**config.mk**
```make
export PLATFORM = sky130hd
export DESIGN_NAME = instruction_fetch
export DESIGN_NICKNAME = d
export VERILOG_FILES = /design/src/rtl/instruction_fetch.sv
export SDC_FILE = /design/constraint.sdc
export NUM_CORES = 1
export LEC_CHECK = 0
export CAP_MARGIN = 5
export CORE_ASPECT_RATIO = 1.4
export CORE_MARGIN = 2
export CORE_UTILIZATION = 33
export DETAILED_ROUTE_END_ITERATION = 8
export PLACE_DENSITY = 0.77
export SYNTH_ARGS = -nofsm -noshare
export SYNTH_HDL_FRONTEND = slang
export SYNTH_SLANG_ARGS = --single-unit
```
**constraint.sdc**
```tcl
create_clock -name clk -period 1.5 [get_ports clk]
set_input_delay 0.225 -clock clk [delete_from_list [all_inputs] [get_ports clk]]
set_output_delay 0.225 -clock clk [all_outputs]
set_load 0.02 [all_outputs]
```
**src/rtl/instruction_fetch.sv**
```systemverilog
// Instruction fetch stage: owns the PC, drives the instruction memory port,
// hosts the boot loader path, and fills the IF/ID pipeline register.
//
// Ports:
//   clk, rst          clock and synchronous active-high reset
//   start             one-cycle pulse, BOOT -> RUN
//   load_we/addr/data loader write port, honoured only in BOOT
//   stall             hold PC and IF/ID
//   redirect(_pc)     taken branch/jump; replaces the PC, squashes IF/ID
//   im_wea/addr/din   memory write enable, address, write data
//   im_dout           memory read data (registered-address, 1-cycle latency)
//   if_id_*           IF/ID pipeline register contents
//   running           high in RUN
module instruction_fetch #(
    parameter int          IMSIZE   = 8,
    parameter int          RESET_PC = 0,
    parameter logic [31:0] NOP_WORD = 32'h00000020
) (
    input  logic              clk,
    input  logic              rst,
    input  logic              start,
    input  logic              load_we,
    input  logic [IMSIZE-1:0] load_addr,
    input  logic [31:0]       load_data,
    input  logic              stall,
    input  logic              redirect,
    input  logic [IMSIZE-1:0] redirect_pc,
    output logic              im_wea,
    output logic [IMSIZE-1:0] im_addr,
    output logic [31:0]       im_din,
    input  logic [31:0]       im_dout,
    output logic [31:0]       if_id_instr,
    output logic [IMSIZE-1:0] if_id_pc,
    output logic [IMSIZE-1:0] if_id_pc_plus1,
    output logic              if_id_valid,
    output logic              running
);

    typedef enum logic {
        S_BOOT = 1'b0,
        S_RUN  = 1'b1
    } state_t;

    localparam logic [IMSIZE-1:0] LP_RESET_PC = IMSIZE'(RESET_PC);

    state_t            r_state;
    logic [IMSIZE-1:0] r_pc;
    logic              r_pc_valid;
    logic [31:0]       r_instr;
    logic [IMSIZE-1:0] r_if_pc;
    logic [IMSIZE-1:0] r_if_pc1;
    logic              r_if_valid;
    logic              r_running;

    logic              w_boot;
    logic [IMSIZE-1:0] w_pc_plus1;
    logic [IMSIZE-1:0] w_next_pc;

    assign w_boot     = (r_state == S_BOOT);
    assign w_pc_plus1 = r_pc + 1'b1;

    // Redirect beats stall; otherwise advance with natural wrap.
    always_comb begin
        w_next_pc = w_pc_plus1;
        if (redirect) begin
            w_next_pc = redirect_pc;
        end else if (stall) begin
            w_next_pc = r_pc;
        end
    end

    // In BOOT the loader owns the port, except on the start cycle where
    // the first fetch address is presented and any write is dropped.
    always_comb begin
        im_addr = w_next_pc;
        if (w_boot) begin
            im_addr = start ? LP_RESET_PC : load_addr;
        end
    end

    assign im_wea = w_boot & load_we & ~start;
    assign im_din = load_data;

    always_ff @(posedge clk) begin
        if (rst) begin
            r_state    <= S_BOOT;
            r_pc       <= LP_RESET_PC;
            r_pc_valid <= 1'b0;
            r_instr    <= NOP_WORD;
            r_if_pc    <= '0;
            r_if_pc1   <= '0;
            r_if_valid <= 1'b0;
            r_running  <= 1'b0;
        end else begin
            unique case (r_state)
                S_BOOT: begin
                    r_instr    <= NOP_WORD;
                    r_if_valid <= 1'b0;
                    if (start) begin
                        r_state    <= S_RUN;
                        r_pc       <= LP_RESET_PC;
                        r_pc_valid <= 1'b1;
                        r_running  <= 1'b1;
                    end
                end
                S_RUN: begin
                    r_pc <= w_next_pc;
                    // im_dout holds mem[r_pc]; a redirect squashes it.
                    if (redirect) begin
                        r_instr    <= NOP_WORD;
                        r_if_valid <= 1'b0;
                    end else if (!stall) begin
                        r_instr    <= im_dout;
                        r_if_pc    <= r_pc;
                        r_if_pc1   <= w_pc_plus1;
                        r_if_valid <= r_pc_valid;
                    end
                end
                default: begin
                    r_state <= S_BOOT;
                end
            endcase
        end
    end

    assign if_id_instr    = r_instr;
    assign if_id_pc       = r_if_pc;
    assign if_id_pc_plus1 = r_if_pc1;
    assign if_id_valid    = r_if_valid;
    assign running        = r_running;

endmodule

```
==> out/results.ini <==
[job]
maxCapViolations = 0

[cells_and_area]
num_antenna_cells = 0
layout-drive-gt1-share_pct = 27.75
fin_util_pct = 57.94
final_cell_mix = 60 x buf_4, 56 x clkdlybuf4s50_1, 53 x dfxtp_1
mostFrequentLayoutCell = buf_4
syn2layout_area_growth_pct = 70.45
design_area_um2 = 4750
final_nets = 536

[clock_tree]
insertion_delay_ns = 0.32
numCtsBuffers = 9
cts.sinks = 59
cts_tree = built
h-tree-depth = 3
root_buffer = clkbuf_16
clk_pin_slew_ns = 0.05
clock_path_buffers = 2

[power]
peakVddDrop_mv = 0.6879
leakage_nw = 2.505
p_per_area_nw_per_um2 = 950.9

[synthesis]
ys.flop_type = dfxtp_1
netlist.area_leader.share_pct = 42.39
ys_warn_count = 0
synth_cell_type_count = 42
syn_nets = 398
synthArstFlopShare_pct = 0
synth_area_leaders = dfxtp_1 42%, mux2i_1 12%, buf_4 9.2%
synth_area_um2 = 2786
synth_edf_count = 0
ys_seq_elements = 59
yosys.area.top_type = dfxtp_1
avgSynthCellArea_um2 = 8.960
seq_area_frac_synth_pct = 42.39
synth_cells = 311

[global_route]
track_usage_pct = 18.21
grt_pass1_vias = 2659
gr-total-overflow = 0
antenna_found_initial = 0
grt_pass1_wl_um = 12700
grt_max_degree = 34

[floorplan]
row_count = 39
chipHeight_um = 112.7
fp.dieW_um = 81.66
initial_core_util_pct = 33.99
die_area_um2 = 9205
fp.coreArea_um2 = 8198
io_pins = 177

[worst_setup_path]
crit_family = flip-flops
worstPathCellList = buf_6 -> and3_4 -> nand3_4 -> xnor2_2 -> a221o_1 -> buf_6
critPathKind = reg2out
rrSetupSlack_ns = -0.21
crit_fanout = 3
cp-start-kind = flip-flop
crit_path_frequent_cell = buf_6
setup.worst_path.end_class = primary output
crit_required_ns = 1.27
cp_slowest_cell = dfxtp_4
path_buf_inv = 2
slowest_delay_ns = 0.36
arrival_ns = 1.68

[place]
io_buffers = 112
placed_area_um2 = 4109
place_hpwl_um = 6128
routabilityCongestion = 0.8257

[timing]
fmax_ghz = 0.5238
drv_slew = 0
setup_viol = 10
clock_skew_ns = 0.006265
fin_ws_ns = -0.4092
min_period_ns = 1.909
worst_pin_slew_ns = 0.5624
grt_setup_unrepaired = yes
hold_viol = 0
slew_headroom_pct = 62.51
fin_crit_sh_pct = 127.3
whs_ns = 0.4500

[detailed_routing]
wl_met2_um = 4380
top_layer = met4
first_iter_violations = 84
drt-met1-wl_um = 3056
vias = 2678
first_pass_iters = 4
wl_per_cell_um = 15.60
routed_wl_um = 8673
via_per_inst = 4.817
drc = 0
ant_nets = 0
wl_met3_um = 724

[status]
outcome = finished with violations
violations = setup timing

[hold_path]
worstHoldPathType = in2out

-- flip-flops by register name (all words and copies together) (netlist names) --
| signal | flops |
|---|---|
| if_id_instr | 32 |
| if_id_pc | 8 |
| if_id_pc_plus1 | 8 |
| if_id_valid | 1 |
| r_pc | 8 |
| r_state | 1 |
| running | 1 |
-- worst reg2reg max path, stage by stage (launching register included) --
cell and delay, ns:
dfxtp_4 0.35, ha_4 0.16, nor2b_4 0.14, xnor2_2 0.19, o21ai_2 0.08, buf_4 0.13, buf_6 0.10, buf_6 0.10
buf_6 0.10, a32o_1 0.24
-- kinds of logic (layout without fill, tap and decap cells) --
group | after synthesis | count (layout) | share of synthesized area (%)
and+or+nand+nor | 103 | 103 | 16.30
adders and majority gates | 1 | 1 | 0.4490
muxes | 35 | 35 | 12.75
xor gates and xnor gates | 9 | 9 | 2.829
DFF | 59 | 59 | 42.39
buffers and inverters | 57 | 200 | 13.83
AOI/OAI and AO/OA | 47 | 47 | 11.45
-- synth_stat cells (2+ instances only) --
cell type	instances
a211oi_1	4
a21oi_1	17
a22o_1	2
a22oi_1	4
a31oi_1	2
a32o_1	2
and2_1	2
buf_2	11
buf_4	34
buf_6	4
clkbuf_1	6
dfxtp_1	59
inv_1	2
mux2i_1	34
nand2_1	33
nand2b_1	2
nand3_1	7
nor2_1	45
nor2b_1	3
nor3_1	3
o21a_1	2
o21ai_0	6
xnor2_1	4
xor2_1	5
-- what timing repair did --
item | 4_1_cts | 5_1_grt
pin swaps | 14 | 12
resized for setup | 94 | 51
buffers inserted | 9 | 5
endpoints found under the hold margin | 0 | 0
setup endpoints to repair | 32 | 61
hold buffers | 0 | 0
-- path summary, 6_finish.rpt --
| path | from | depth (start not counted) | end |
|---|---|---|---|
| setup / recovery | r_pc[0] | 6 | im_addr[5] |
| hold reg to reg | if_id_pc[3] | 2 | if_id_pc[3] |
| setup reg to reg | r_pc[1] | 9 | r_pc[2] |
| hold / removal | load_data[20] | 0 | im_din[20] |
-- metrics by stage --
stage | TNS [ns] | setup slack, ns | instances | power, W
floorplan | -0.01676 | -0.01676 | 311 | 0.002048
global placement | -15.37 | -0.7903 | 528 | 0.002265
detailed placement | -16.38 | -0.8047 | 528 | 0.002275
CTS | -2.820 | -0.3987 | 553 | 0.004550
global route | -3.364 | -0.4474 | 556 | 0.004694
finish | -2.579 | -0.4092 | 556 | 0.004517
-- report_power, final --
part	switching (W)	leakage, nW	internal, W
Sequential	0.0000223	0.482	0.00160
Clock	0.000685	0.159	0.00154
Combinational	0.000292	1.86	0.000378
-- cell type report --
cell class	count	area [um^2]
fillers	712	3448
repair buffers	182	1738
multi-input cells	195	1349
flip-flops and latches	59	1199
clock buffers	12	256.5
well taps	102	127.6
clock inverters	4	72.57
inverters	2	7.507
-- layer usage --
| metal | global-route usage [%] | vias to the layer above |
|---|---|---|
| met5 | 0 | - |
| met2 | 30.93 | 117 |
| li1 | - | 1301 |
| met4 | 13.56 | 0 |
| met3 | 4.705 | 48 |
| met1 | 18.67 | 1212 |
No activity file was read; power rests on OpenSTA's default activity.
